[src/rtl/uart_tx_fifo.sv]
// UART transmitter fed by a small character FIFO.
// Frame settings are captured per character when it leaves the FIFO.
module uart_tx_fifo #(
    parameter int DEPTH = 8,
    parameter int KW    = 19
) (
    input  logic                     clk,
    input  logic                     rst,
    input  logic                     wr_en,
    input  logic [7:0]               wr_data,
    input  logic [KW-1:0]            k,
    input  logic [1:0]               data_bits,
    input  logic                     parity_en,
    input  logic                     odd,
    input  logic                     two_stop,
    output logic                     tx,
    output logic                     full,
    output logic                     empty,
    output logic [$clog2(DEPTH):0]   level,
    output logic                     busy,
    output logic                     overflow
);

    localparam int AW = $clog2(DEPTH);

    typedef enum logic [2:0] {
        IDLE,
        START,
        DATA,
        PARITY,
        STOP
    } state_t;

    state_t        r_state;
    logic [7:0]    r_mem [DEPTH];
    logic [AW-1:0] r_wptr;
    logic [AW-1:0] r_rptr;
    logic [AW:0]   r_level;
    logic          r_ovf;
    logic [KW-1:0] r_cnt;
    logic [2:0]    r_bit;
    logic [2:0]    r_last;
    logic [7:0]    r_char;
    logic          r_par_en;
    logic          r_odd;
    logic          r_two;
    logic          r_second;
    logic          r_tx;

    logic          w_empty;
    logic          w_full;
    logic          w_push;
    logic          w_pop;
    logic          w_tick;
    logic          w_frame_end;
    logic [7:0]    w_mask;
    logic          w_parity;

    assign w_empty     = (r_level == '0);
    assign w_full      = (r_level == (AW+1)'(DEPTH));
    assign w_push      = wr_en && !w_full;
    assign w_tick      = (r_cnt == k);
    assign w_frame_end = (r_state == STOP) && w_tick && (!r_two || r_second);
    // The line pulls the next character either from idle or straight off the last stop bit.
    assign w_pop       = !w_empty && ((r_state == IDLE) || w_frame_end);
    assign w_mask      = 8'hFF >> (3'd7 - r_last);
    assign w_parity    = (^(r_char & w_mask)) ^ r_odd;

    always_ff @(posedge clk) begin
        if (w_push) begin
            r_mem[r_wptr] <= wr_data;
        end
    end

    always_ff @(posedge clk or posedge rst) begin
        if (rst) begin
            r_wptr  <= '0;
            r_rptr  <= '0;
            r_level <= '0;
            r_ovf   <= 1'b0;
        end else begin
            r_ovf <= wr_en && w_full;
            if (w_push) begin
                r_wptr <= r_wptr + 1'b1;
            end
            if (w_pop) begin
                r_rptr <= r_rptr + 1'b1;
            end
            if (w_push && !w_pop) begin
                r_level <= r_level + 1'b1;
            end else if (!w_push && w_pop) begin
                r_level <= r_level - 1'b1;
            end
        end
    end

    always_ff @(posedge clk or posedge rst) begin
        if (rst) begin
            r_state  <= IDLE;
            r_tx     <= 1'b1;
            r_cnt    <= '0;
            r_bit    <= '0;
            r_last   <= '0;
            r_char   <= '0;
            r_par_en <= 1'b0;
            r_odd    <= 1'b0;
            r_two    <= 1'b0;
            r_second <= 1'b0;
        end else begin
            if (r_state != IDLE) begin
                r_cnt <= w_tick ? '0 : r_cnt + 1'b1;
            end
            unique case (r_state)
                IDLE: begin
                    r_tx <= 1'b1;
                end
                START: begin
                    if (w_tick) begin
                        r_state <= DATA;
                        r_bit   <= '0;
                        r_tx    <= r_char[0];
                    end
                end
                DATA: begin
                    if (w_tick) begin
                        if (r_bit == r_last) begin
                            r_second <= 1'b0;
                            if (r_par_en) begin
                                r_state <= PARITY;
                                r_tx    <= w_parity;
                            end else begin
                                r_state <= STOP;
                                r_tx    <= 1'b1;
                            end
                        end else begin
                            r_bit <= r_bit + 3'd1;
                            r_tx  <= r_char[r_bit + 3'd1];
                        end
                    end
                end
                PARITY: begin
                    if (w_tick) begin
                        r_state  <= STOP;
                        r_second <= 1'b0;
                        r_tx     <= 1'b1;
                    end
                end
                STOP: begin
                    if (w_tick) begin
                        if (r_two && !r_second) begin
                            r_second <= 1'b1;
                        end else begin
                            r_state <= IDLE;
                            r_tx    <= 1'b1;
                        end
                    end
                end
                default: begin
                    r_state <= IDLE;
                    r_tx    <= 1'b1;
                end
            endcase
            // A pop overrides whatever the case chose: load the next frame.
            if (w_pop) begin
                r_state  <= START;
                r_tx     <= 1'b0;
                r_cnt    <= '0;
                r_bit    <= '0;
                r_second <= 1'b0;
                r_char   <= r_mem[r_rptr];
                r_last   <= {1'b0, data_bits} + 3'd4;
                r_par_en <= parity_en;
                r_odd    <= odd;
                r_two    <= two_stop;
            end
        end
    end

    assign tx       = r_tx;
    assign full     = w_full;
    assign empty    = w_empty;
    assign level    = r_level;
    assign busy     = (r_state != IDLE) || !w_empty;
    assign overflow = r_ovf;

endmodule

[config.mk]
export PLATFORM = sky130hd
export DESIGN_NAME = uart_tx_fifo
export DESIGN_NICKNAME = d
export VERILOG_FILES = /design/src/rtl/uart_tx_fifo.sv
export SDC_FILE = /design/constraint.sdc
export NUM_CORES = 1
export LEC_CHECK = 0
export CORE_ASPECT_RATIO = 0.7
export CORE_MARGIN = 2
export CORE_UTILIZATION = 58
export DETAILED_ROUTE_END_ITERATION = 10
export GPL_ROUTABILITY_DRIVEN = 0
export PLACE_DENSITY = 0.92
export SYNTH_ARGS = -nofsm -noshare
export SYNTH_HDL_FRONTEND = slang
export SYNTH_SLANG_ARGS = --single-unit
export TNS_END_PERCENT = 20
[constraint.sdc]
create_clock -name clk -period 4.05 [get_ports clk]
set_clock_uncertainty 0.15 [all_clocks]
set_input_delay 1.215 -clock clk [delete_from_list [all_inputs] [get_ports clk]]
set_output_delay 1.215 -clock clk [all_outputs]
set_load 0.005 [all_outputs]
After elaboration in Yosys (flattened, before gate mapping)
Memory sizes are Yosys's and may differ from the RTL's. A register that Yosys moved wholly into a read port is not among the register bits.
Index checks and enable logic that the tools add are counted.
{"block": "totals", "ram_bits": 64, "reg_bits": 44, "memories": 1, "wordCells": 110}
{"block": "op_classes", "magnitude_cmp": 1, "mux": 39, "reduce_logical": 29, "addsub": 8, "n_shift": 1, "bitwise_logic": 2, "n_eq_ne": 16}
{"name": "r_mem", "depth": 8, "word_bits": 8, "read_ports": 1, "rd_ports_with_merged_regs": 1, "write_ports": 1, "line": "35", "source": "logic [7:0] r_mem [DEPTH];"}
{"cell": "19-bit two-way mux", "n": 3}
{"cell": "3-bit two-way mux", "n": 12}
{"cell": "3-bit != test, second input constant", "n": 7}
{"cell": "19-bit by 1-bit adder with 19-bit output, second input constant", "n": 1}
{"cell": "19-bit equality test", "n": 1}
{"cell": "1-bit two-way mux", "n": 17}
{"cell": "3-bit case mux with 5 select lines", "n": 1}
{"cell": "3-bit by 1-bit adder with 3-bit output, second input constant", "n": 3}
{"cell": "8-bit AND", "n": 1}
{"cell": "1-bit logical AND", "n": 8}
{"cell": "4-bit two-way mux", "n": 2}
{"cell": "8-bit parity", "n": 1}
{"cell": "8-bit by 3-bit >> shifter with 8-bit output, first input constant", "n": 1}
{"cell": "7-bit AND reduction", "n": 1}
{"cell": "3-bit by 2-bit equality test with 1-bit output, second input constant", "n": 2}
{"cell": "1-bit zero test", "n": 6}
{"cell": "3-bit case mux with 2 select lines", "n": 1}
{"cell": "6-bit AND reduction", "n": 1}
{"cell": "3-bit nonzero test", "n": 2}
{"cell": "5-bit AND reduction", "n": 1}
{"cell": "4-bit by 1-bit adder with 4-bit output, second input constant", "n": 1}
{"cell": "4-bit equality test, second input constant", "n": 1}
{"cell": "4-bit zero test", "n": 1}
{"cell": "3-bit by 4-bit < comparator with 1-bit output, second input constant", "n": 1}
{"cell": "17 further kinds", "n": 20}

Longest topological paths before layout
{"block": "depth", "depth_word": 10, "ltp_mapped": 15, "depth_no_buf": 13}

Worst setup path after synthesis
OpenSTA, ideal clock, no wires.
{"block": "synth_path", "path_type": "input to register", "from": "input port k[4]", "to": "register r_level[3], in the netlist level[3]", "slack_ns": 0.374, "required_ns": 3.774, "cell_stages": 15, "n_path_buf": 2, "setup_time_ns": 0.126, "arrival_ns": 3.400, "cell_sequence": "xnor2_1 > nand4_1 > nor4_1 > a21o_1 > buf_2 > inv_2 > buf_2 > ha_1 > inv_1 > ha_1 > a21o_1 > a21oi_1 > xnor2_1 > nor2_1 > xor2_1"}
{"block": "synth_between", "elab_chain_cells": 8}
{"element": "from (decl)", "line": "11", "source": "input logic [KW-1:0] k,"}
{"element": "19-bit equality test (*)", "line": "62", "source": "assign w_tick = (r_cnt == k);"}
{"element": "1-bit logical AND (*) (2 in series)", "line": "63", "source": "assign w_frame_end = (r_state == STOP) && w_tick && (!r_two || r_second);"}
{"element": "1-bit logical OR (*)", "line": "65", "source": "assign w_pop = !w_empty && ((r_state == IDLE) || w_frame_end);"}
{"element": "1-bit logical AND (*)", "line": "65"}
{"element": "1-bit zero test", "line": "89", "source": "if (w_push && !w_pop) begin"}
{"element": "1-bit logical AND", "line": "89"}
{"element": "4-bit two-way mux or 2-bit nonzero test (tied branches)"}
{"element": "to (signal assigned)", "line": "90", "source": "r_level <= r_level + 1'b1;"}
{"element": "to (signal assigned)", "line": "92", "source": "r_level <= r_level - 1'b1;"}
{"element": "to (decl)", "line": "38", "source": "logic [AW:0] r_level;"}
Mark *: on every way between the ends. The rest lies on a longest branch, timed or not.
A chain may end at the register's enable or synchronous reset.

Worst setup path in the final report
{"block": "layout_path", "from": "register r_level[0], in the netlist level[0]", "to": "output port busy"}
{"block": "layout_between", "elab_chain_cells": 3}
{"element": "4-bit zero test", "line": "59", "source": "assign w_empty = (r_level == '0);"}
{"element": "1-bit zero test", "line": "183", "source": "assign busy = (r_state != IDLE) || !w_empty;"}
{"element": "1-bit logical OR", "line": "183"}
{"element": "to (decl)", "line": "20", "source": "output logic busy,"}
Every way passes these cells.

==> run summary <==
In the layout the commonest cells are 64 x edfxtp_1, 51 x dfrtp_1, 43 x clkdlybuf4s50_1. For the area of the placeable core, the log shows 9110 um2. TritonCTS built the clock tree.

The fraction of power spent switching nets is 36.4%. The die is 120 um wide. The source-to-sink clock delay at the later pin of the worst-skew pair came out at 0.41 ns. The cell sitting at the root of the clock tree is a clkbuf_16.

The critical path contains buffers and inverters numbering 2 combined. In the final layout, flip-flops and latches occupy 3220 um2. The number of flops mapped to enable cells by yosys was 64; the power per standard cell area was 744 nW/um2. The maximum clock rate was 0.261 GHz; the remaining max-slew budget at the tightest pin was 25.6%. The worst hold path belongs to the class flip-flop to flip-flop. Across the run, the number of max-cap violations was 0. For the worst setup path, the data required time is 2.68 ns.

Via count of the first global-routing pass: 4020. The half-perimeter wire length of the detailed placement result came out at 8.48 mm. The run gives 0.528 mV as the peak supply drop. The tools report the hold-fix buffer count after cts as 0. Counting cells, the worst reg-to-reg path comes to 13. The post-layout minimum cycle time came out at 3.83 ns. The clock-pin slew on the worst setup and hold paths was 0.06 ns; the total power was 4.95 mW. The leakage power figure came out at 2.53 nW. Category of the critical setup timing path: flip-flop to primary output.

Once the floorplan was initialized, standard cells occupied 59.9% of the core. The sort of element at the start of the critical path was a flip-flop. The count of pins over their slew limit is 0.

At the placement stage, the worst setup path has a slack of -0.0961 ns. The detailed router finished its first iteration with 430 violations. After detailed routing, the average wire length per cell comes to 23.1 um. TritonCTS buffer count: 17.

The family with the most delay on the worst path was simple AND/OR/NAND/NOR gates. Synthesis handed over a netlist of 413 instances. For the total via count after detailed routing, the log shows 3932. Summed over all layers, the global routing overflow is 0.

At the pin with the least slew margin, the transition time is 1.12 ns. The number of register bits inferred by synthesis works out to 116. The run gives 4 as the H-tree depth. The finished layout holds 613 standard cells, fillers aside.

The first global-routing pass estimated 22.4 mm of wire. The period utilization was 94.6%. The final-report setup violation count was 0.

Data arrives at the worst endpoint at 2.46 ns. The run gives 116 as the clock net sink count. The largest fanout on the critical path came out at 6.

Averaged over all synthesized cells, the footprint is 13.2 um2. The cell area that synthesis handed to floorplanning was 5460 um2. The critical path goes through or4_1, nor2_1, inv_1, clkdlybuf4s50_1. The worst stage delay on the critical path is 0.69 ns, and the sum of negative setup slack is 0 ns. The net total in the final layout is 519, and the count of yosys warnings during synthesis is 0.

For the deepest clock path buffer count, the log shows 2. The post-route core utilization was 73.0%; the number of cells traversed by the worst hold path was 1. Among all stages on the critical path, the largest delay is contributed by or4_1. The routed wire length was 14.2 mm. The most common library cell in the layout ignoring fill and taps was edfxtp_1. Counting every net in the synthesized netlist gives 456.

The DRC violations left was 0. Antenna diode count: 0. During I/O placement, the number of pins put on the boundary was 44. Once detail routing completed, the nets flagged for antenna violations numbered 0. Entering global routing, the biggest net connects 36 pins. Summing all multi-input logic gate instances after layout gives 2130 um2.

The nature of the critical path endpoint is a primary output. In this run the core area contains 29 standard-cell rows. For the number of antenna violations at the first check in global routing, the log shows 0. Of the cells placed in the final design, the portion with a size suffix greater than 1 is 16.6%.

Of the total power, combinational logic draws 33.1%. The flow ran to the end, and the final reports show no timing, DRC or antenna violations. From bottom edge to top edge, the die measures 85.2 um. Global routing consumed, over all layers together, 30.0% of the routing resources.

The share of synthesized area occupied by flip-flops and latches came out at 59.1%. The number of library cell types mapped by synthesis was 58. Relative to the synthesized area, the layout overhead comes to 21.9%.

Fill cells in the final layout number 503. The tools report the share of total power in sequential cells as 38.3%. The total stage count of the critical path is 4, and the total iterations of the first detailed-routing run is 5. The floorplan step defined a die boundary enclosing 10200 um2.

The dominant register cell in the synthesized netlist was edfxtp_1. In this run, the clock network consumes 28.6% of the power. For this design the total switching power over the nets is 1.80 mW. The final hold violation count was 0.

Setup slack closes at 0.220 ns. The internal portion of the total power is 3.14 mW. In the synthesized netlist the async set-or-reset flop fraction comes to 44.8%. Setup repair after global routing left no endpoint under its margin. The via count normalized by instance count works out to 6.41. The instance count after placement with tap cells included was 580. Buffers placed on the I/O ports in this run total 43.
## area by class of cell
class,instances,area share [%]
Inverter,15,0.846
Clock inverter,15,2.01
Timing Repair Buffer,56,7.94
Tap cell,124,2.33
Clock buffer,17,6.39
Sequential cell,116,48.5
Multi-Input combinational cell,270,32.0
## state kept, by name (all words and copies together), names as in the netlist, 3 cells and up
register,cells
r_wptr,3
r_cnt,19
r_bit,3
r_rptr,3
r_char,8
level,4
r_state,3
r_last,3
r_mem,64
## worst register-to-register path, delay by kind of cell, from the launching register on
family,cells,cell delay (ns)
buffers and inverters,2,0.19
xor gates and xnor gates,2,0.29
AOI/OAI and AO/OA,3,0.61
DFF,1,0.49
and+or+nand+nor,4,1.05
adders and majority gates,2,0.50
## timing repair
item / 4_1_cts / 5_1_grt
buffers inserted: 0 / 1
setup endpoints to repair: 0 / 1
resized for setup: 0 / 3
## logic make-up after synthesis
group / Yosys count / share of synthesized area, %
adder cells (fa/ha/maj): 9 / 2.16
multiplexers: 37 / 11.1
XOR/XNOR: 52 / 8.35
AND/OR/NAND/NOR: 129 / 11.3
AO/OA/AOI/OAI: 43 / 5.80
buffers and inverters: 27 / 2.20
flip-flops: 116 / 59.1
## cells in the mapped netlist, types with 3 or more instances
cell | instances | area, um2
and3_1 | 9 | 56.3
buf_2 | 3 | 15.0
clkbuf_1 | 4 | 15.0
dfrtp_1 | 51 | 1280
edfxtp_1 | 64 | 1920
ha_1 | 7 | 87.6
inv_1 | 14 | 52.6
mux2_2 | 7 | 78.8
mux2i_1 | 11 | 110
mux4_2 | 18 | 405
nand2_1 | 34 | 128
nand2b_1 | 7 | 43.8
nand3_1 | 14 | 70.1
nand4_1 | 6 | 37.5
nor2_1 | 38 | 143
nor3_1 | 7 | 35.0
o21ai_0 | 17 | 85.1
xnor2_1 | 42 | 368
xor2_1 | 10 | 87.6
## final timing paths
check | from | endpoint | slack (ns)
min in group asynchronous | rst | r_cnt[11] | 0.96
worst max-delay path | level[0] | busy | 0.22
worst max register to register | level[0] | level[3] | 0.64
worst min-delay path | r_two | r_two | 0.38
worst min register to register | r_two | r_two | 0.38
max in group asynchronous | rst | tx | 1.96
## per-stage QoR
step           hold WS, ns  cell area, um2
2_1_floorplan        0.310            5460
3_3_place_gp         0.346            6070
3_5_place_dp         0.356            6070
4_1_cts              0.366            6630
5_1_grt              0.387            6650
6_report             0.378            6650
## power by group through the flow
stage / combinational [mW] / sequential (mW) / clock, mW
floorplan: 1.20 / 1.68 / 0
global placement: 1.39 / 1.85 / 0
detailed placement: 1.51 / 1.87 / 0
CTS: 1.60 / 1.88 / 1.42
global route: 1.75 / 1.93 / 1.47
finish: 1.64 / 1.89 / 1.41
## per-layer routing
layer	GRT usage (%)	part of all wire, %	up-vias
met5	0	0	-
met2	44.5	46	275
met3	6.92	8.4	74
met1	40.4	39	1943
met4	19.1	6.2	0
li1	-	-	1640
No activity file was read; power rests on OpenSTA's default activity.
